[src/rtl/conv_pkg.sv]
// Shared mode encoding and code-range limits for the 4-bit code converter.
package conv_pkg;

  typedef enum logic [1:0] {
    MODE_B2G     = 2'b00,
    MODE_G2B     = 2'b01,
    MODE_BCD2XS3 = 2'b10,
    MODE_XS32BCD = 2'b11
  } mode_e;

  localparam logic [3:0] BCD_MAX    = 4'd9;
  localparam logic [3:0] XS3_MIN    = 4'd3;
  localparam logic [3:0] XS3_MAX    = 4'd12;
  localparam logic [3:0] XS3_OFFSET = 4'd3;
  localparam logic [3:0] ERR_FILL   = 4'b0000;

endpackage

[src/rtl/code_conv_core.sv]
// Combinational binary/Gray and BCD/Excess-3 conversion with invalid-code flag.
// Latency 0 (pure logic); no backpressure, result follows inputs.
module code_conv_core
  import conv_pkg::*;
(
  input  logic [1:0] mode,
  input  logic [3:0] code_a,
  output logic [3:0] code_b,
  output logic       err
);

  always_comb begin
    code_b = ERR_FILL;
    err    = 1'b0;
    case (mode_e'(mode))
      MODE_B2G: code_b = code_a ^ (code_a >> 1);
      // Each binary bit is the XOR of all Gray bits at or above it.
      MODE_G2B: code_b = {code_a[3],
                          ^code_a[3:2],
                          ^code_a[3:1],
                          ^code_a[3:0]};
      MODE_BCD2XS3: begin
        if (code_a <= BCD_MAX) code_b = code_a + XS3_OFFSET;
        else                   err    = 1'b1;
      end
      MODE_XS32BCD: begin
        if (code_a >= XS3_MIN && code_a <= XS3_MAX) code_b = code_a - XS3_OFFSET;
        else                                        err    = 1'b1;
      end
      default: begin
        code_b = ERR_FILL;
        err    = 1'b0;
      end
    endcase
  end

endmodule

[src/rtl/code_conv.sv]
// Registered 4-bit code converter: one-cycle latency from sampled a*/mode to b*/err/vld.
// No backpressure: a new code is accepted and converted on every clock edge.
module code_conv
  import conv_pkg::*;
(
  input  logic       clk,
  input  logic       rst_n,
  input  logic [1:0] mode,
  input  logic       a1,
  input  logic       a2,
  input  logic       a3,
  input  logic       a4,
  output logic       b1,
  output logic       b2,
  output logic       b3,
  output logic       b4,
  output logic       err,
  output logic       vld
);

  logic [3:0] code_a;
  logic [3:0] next_b;
  logic       next_err;
  logic [3:0] code_b_q;

  assign code_a = {a4, a3, a2, a1};

  code_conv_core u_core (
    .mode   (mode),
    .code_a (code_a),
    .code_b (next_b),
    .err    (next_err)
  );

  // Mode and code are captured on the same edge, so a mode switch never mixes.
  always_ff @(posedge clk) begin
    if (!rst_n) begin
      code_b_q <= 4'b0000;
      err      <= 1'b0;
      vld      <= 1'b0;
    end else begin
      code_b_q <= next_b;
      err      <= next_err;
      vld      <= 1'b1;
    end
  end

  assign {b4, b3, b2, b1} = code_b_q;

endmodule

[config.mk]
export PLATFORM = sky130hd
export DESIGN_NAME = code_conv
export DESIGN_NICKNAME = d
export VERILOG_FILES = /design/src/rtl/conv_pkg.sv /design/src/rtl/code_conv_core.sv /design/src/rtl/code_conv.sv
export SDC_FILE = /design/constraint.sdc
export NUM_CORES = 1
export LEC_CHECK = 0
export BUFFER_PORTS_ARGS = -buffer_cell sky130_fd_sc_hd__buf_2
export CAP_MARGIN = 20
export CORE_AREA = 2 2 39 41
export CTS_BUF_LIST = sky130_fd_sc_hd__clkbuf_16
export CTS_CLUSTER_SIZE = 30
export DETAILED_ROUTE_END_ITERATION = 8
export DIE_AREA = 0 0 41 43
export PLACE_DENSITY_LB_ADDON = 0.2
export SLEW_MARGIN = 10
export SYNTH_ARGS = -nofsm -noshare
export SYNTH_HDL_FRONTEND = slang
export SYNTH_SLANG_ARGS = --single-unit
export TNS_END_PERCENT = 100
[constraint.sdc]
create_clock -name clk -period 1.6 [get_ports clk]
set_input_delay 0.16 -clock clk [delete_from_list [all_inputs] [get_ports clk]]
set_output_delay 0.16 -clock clk [all_outputs]
set_load 0.02 [all_outputs]
==> impl_metrics.prom <==
# TYPE chip_impl_metric gauge
chip_impl_info{name="run_status",value="completed"} 1
chip_impl_metric{name="synth_sequential_area_ratio",unit=""} 0.239
chip_impl_metric{name="synthesis.yosys.warnings",unit=""} 0
chip_impl_metric{name="drive_above_1_share",unit=""} 0.278
chip_impl_info{name="cts_tree",value="built"} 1
chip_impl_metric{name="timing_worst_slew_pin_value",unit="ns"} 0.435
chip_impl_metric{name="place_congestion",unit=""} 0.823
chip_impl_info{name="critical_setup_path_class",value="in2reg"} 1
chip_impl_metric{name="grt_use_met1",unit=""} 0.186
chip_impl_metric{name="final.min_clock_period",unit="ns"} 1.31
chip_impl_metric{name="gr-usage-all-layers",unit=""} 0.143
chip_impl_metric{name="p_int",unit="µW"} 536
chip_impl_metric{name="number_of_antenna_violations_at_the_first_check_in_global_routing",unit=""} 0
chip_impl_metric{name="async_flop_share",unit=""} 0
chip_impl_metric{name="floorplan.core_area",unit="mm²"} 0.00138
chip_impl_metric{name="boundary_pin_count",unit=""} 14
chip_impl_metric{name="grt_first_pass_wirelength",unit="µm"} 1710
chip_impl_metric{name="max_freq",unit="MHz"} 765
chip_impl_info{name="yosys-top-cells-count",value="sky130_fd_sc_hd__ha_1, sky130_fd_sc_hd__dfxtp_1, sky130_fd_sc_hd__inv_1"} 1
chip_impl_metric{name="placedInstanceArea",unit="µm²"} 592
chip_impl_info{name="yosysTopAreaCell",value="sky130_fd_sc_hd__ha_1"} 1
chip_impl_metric{name="static-leakage-power",unit="nW"} 0.357
chip_impl_info{name="endpoint_kind",value="flip-flop"} 1
chip_impl_metric{name="path_clk_slew",unit="ns"} 0.03
chip_impl_metric{name="numCtsBuffers",unit=""} 3
chip_impl_metric{name="detail-route-antenna-nets",unit=""} 0
chip_impl_metric{name="peakVddDrop",unit="µV"} 291
chip_impl_metric{name="layout_worst_path_cycle_share",unit=""} 0.817
chip_impl_metric{name="synth.cell_area",unit="µm²"} 503
chip_impl_metric{name="placed_cells",unit=""} 85
chip_impl_metric{name="cts_htree_levels",unit=""} 1
chip_impl_metric{name="grt_overflow",unit=""} 0
chip_impl_metric{name="post_synth.cell_area_avg",unit="µm²"} 8.98
chip_impl_info{name="rsz0062_at_grt",value="no"} 1
chip_impl_metric{name="post_cts_buffers",unit=""} 0
chip_impl_metric{name="route.detailed.drc",unit=""} 0
chip_impl_metric{name="antenna_cells_inserted",unit=""} 0
chip_impl_metric{name="place.port_buffers",unit=""} 13
chip_impl_metric{name="layout_net_count",unit=""} 93
chip_impl_metric{name="stdcell_count",unit=""} 88
chip_impl_metric{name="power_frac_seq",unit=""} 0.237
chip_impl_metric{name="std_cell_rows",unit=""} 14
chip_impl_metric{name="top_area_cell_type_share_of_the_netlist_area",unit=""} 0.274
chip_impl_info{name="setup.worst_path.start",value="a1"} 1
chip_impl_metric{name="area_of_the_die",unit="mm²"} 0.00176
chip_impl_metric{name="maxSlewHeadroom",unit=""} 0.707
chip_impl_info{name="synth_top_cells_by_area",value="sky130_fd_sc_hd__ha_1, sky130_fd_sc_hd__dfxtp_1, sky130_fd_sc_hd__inv_1"} 1
chip_impl_metric{name="final.setup.tns",unit="ns"} 0
chip_impl_metric{name="fin_area",unit="µm²"} 667
chip_impl_metric{name="routed_wire_length_per_instance",unit="µm"} 11.2
chip_impl_metric{name="timing.final.setup_violations",unit=""} 0
chip_impl_metric{name="grt_use_met2",unit=""} 0.209
chip_impl_metric{name="pin_count_of_the_biggest_net_entering_global_routing",unit=""} 9
chip_impl_metric{name="synthesis.instances",unit=""} 56
chip_impl_metric{name="timing.final.hold_violations",unit=""} 0
chip_impl_metric{name="power.clock.fraction",unit=""} 0.573
chip_impl_metric{name="cts-resized-gates",unit=""} 0
chip_impl_metric{name="critical_path_peak_fanout",unit=""} 6
chip_impl_metric{name="synthesis.nets",unit=""} 75
chip_impl_metric{name="via_count_of_the_first_global_routing_pass",unit=""} 408
chip_impl_metric{name="die-height",unit="µm"} 43
chip_impl_metric{name="global_route.usage.met3",unit=""} 0.0314
chip_impl_info{name="holdCritPathClass",value="in2reg"} 1
chip_impl_info{name="timing.hold.worst.start",value="rst_n"} 1
chip_impl_metric{name="synthToLayoutAreaGrowth",unit="%"} 32.6
chip_impl_metric{name="yosysUniqueCellTypes",unit=""} 25
chip_impl_metric{name="max-cap-violations",unit=""} 0
chip_impl_metric{name="routed_wl",unit="µm"} 985
chip_impl_info{name="critical_path_launch_point_type",value="primary input"} 1
chip_impl_metric{name="final-max-slew-violation-count",unit=""} 0
chip_impl_metric{name="share_comb_of_total_power",unit=""} 0.190
chip_impl_info{name="global_route.peak_usage_layer",value="met2"} 1
chip_impl_metric{name="place_hpwl",unit="µm"} 802
chip_impl_metric{name="synth-edff-count",unit=""} 0
chip_impl_metric{name="cts.sink_count",unit=""} 6
chip_impl_metric{name="cts_hold_repair.buffers",unit=""} 0
chip_impl_metric{name="total_power",unit="µW"} 691
chip_impl_metric{name="switching_share",unit=""} 0.224
chip_impl_metric{name="crit_required",unit="ns"} 1.70
chip_impl_metric{name="initial_cell_density_of_the_core",unit=""} 0.363
chip_impl_metric{name="worst_ep_arrival_time",unit="ns"} 1.41
chip_impl_metric{name="yosys_register_bits",unit=""} 6
chip_impl_metric{name="switchingPower",unit="µW"} 155
chip_impl_info{name="library_cell_with_the_highest_instance_count_after_synthesis",value="sky130_fd_sc_hd__ha_1"} 1
chip_impl_metric{name="drt_pass1_iterations",unit=""} 2
chip_impl_info{name="clock_tree.root_cell",value="sky130_fd_sc_hd__clkbuf_16"} 1
chip_impl_metric{name="drt_iter0_drc",unit=""} 4
chip_impl_metric{name="vias",unit=""} 439
chip_impl_info{name="ys.flop_type",value="sky130_fd_sc_hd__dfxtp_1"} 1
chip_impl_metric{name="power-per-cell-area",unit="mW/mm²"} 1040
chip_impl_metric{name="cts_buffer_depth",unit=""} 2
chip_impl_metric{name="detail_route.vias_per_cell",unit=""} 4.99
chip_impl_metric{name="die-width",unit="µm"} 41
-- critical path: stages --
cell and delay [ns]:
sky130_fd_sc_hd__buf_2 0.13, sky130_fd_sc_hd__inv_1 0.09, sky130_fd_sc_hd__ha_1 0.23, sky130_fd_sc_hd__nand2b_1 0.15, sky130_fd_sc_hd__a32o_2 0.27, sky130_fd_sc_hd__a221oi_1 0.27, sky130_fd_sc_hd__o32ai_1 0.11
-- power groups by stage --
stage / registers (mW) / clock network [mW] / logic, mW
after floorplan: 0.182 / 0 / 0.0727
after global placement: 0.166 / 0 / 0.132
after detailed placement: 0.167 / 0 / 0.131
after CTS: 0.164 / 0.402 / 0.133
after global routing: 0.165 / 0.414 / 0.148
final: 0.164 / 0.396 / 0.131
-- layout by cell type (no fill, tap or decap), types with 3 or more instances in the layout --
master	instances
sky130_fd_sc_hd__dfxtp_1	6
sky130_fd_sc_hd__inv_1	6
sky130_fd_sc_hd__buf_2	13
sky130_fd_sc_hd__ha_1	11
sky130_fd_sc_hd__nand3_1	3
sky130_fd_sc_hd__nand2_1	3
sky130_fd_sc_hd__a21oi_1	3
sky130_fd_sc_hd__clkbuf_16	3
-- metal layers --
| layer | up-vias | share of wire |
|---|---|---|
| met3 | 2 | 0.022 |
| met1 | 200 | 0.47 |
| met2 | 8 | 0.50 |
| met4 | 0 | 0.0071 |
| met5 | - | 0 |
| li1 | 229 | - |
-- sequential cells by signal, indices dropped and copies added (netlist names) --
signal	count
err	1
code_b_q	4
vld	1
-- final timing paths --
| check | endpoint | slack [ns] | depth (start not counted) |
|---|---|---|---|
| worst max-delay path | code_b_q[3]$_SDFF_PN0_ | 0.29 | 7 |
| worst min-delay path | vld$_DFF_P_ | 0.10 | 1 |
-- final cells by class --
class	count	area [µm²]
fillers	136	717
flip-flops and latches	6	120
multi-input cells	42	353
repair buffers	14	72.6
well taps	16	20.0
inverters	7	26.3
clock buffers	3	75.1
-- logic make-up (layout without fill, tap and decap cells) --
logic type | Yosys count | in the layout | synth area share
AO/OA/AOI/OAI | 13 | 13 | 0.189
AND/OR/NAND/NOR | 13 | 13 | 0.149
adder cells (fa/ha/maj) | 11 | 11 | 0.274
buffers and inverters | 8 | 24 | 0.0597
flip-flops | 6 | 6 | 0.239
XOR/XNOR | 4 | 4 | 0.0697
multiplexers | 1 | 1 | 0.0199
-- stage by stage --
step,utilization,setup slack (ns),hold slack [ns]
6_report,0.482,0.292,0.102
5_1_grt,0.482,0.137,0.0994
4_1_cts,0.482,0.293,0.0991
3_5_place_dp,0.428,0.0684,0.329
3_3_place_gp,0.428,0.0685,0.325
2_1_floorplan,-,0.313,0.188
Power figures use the tool's default switching activity.
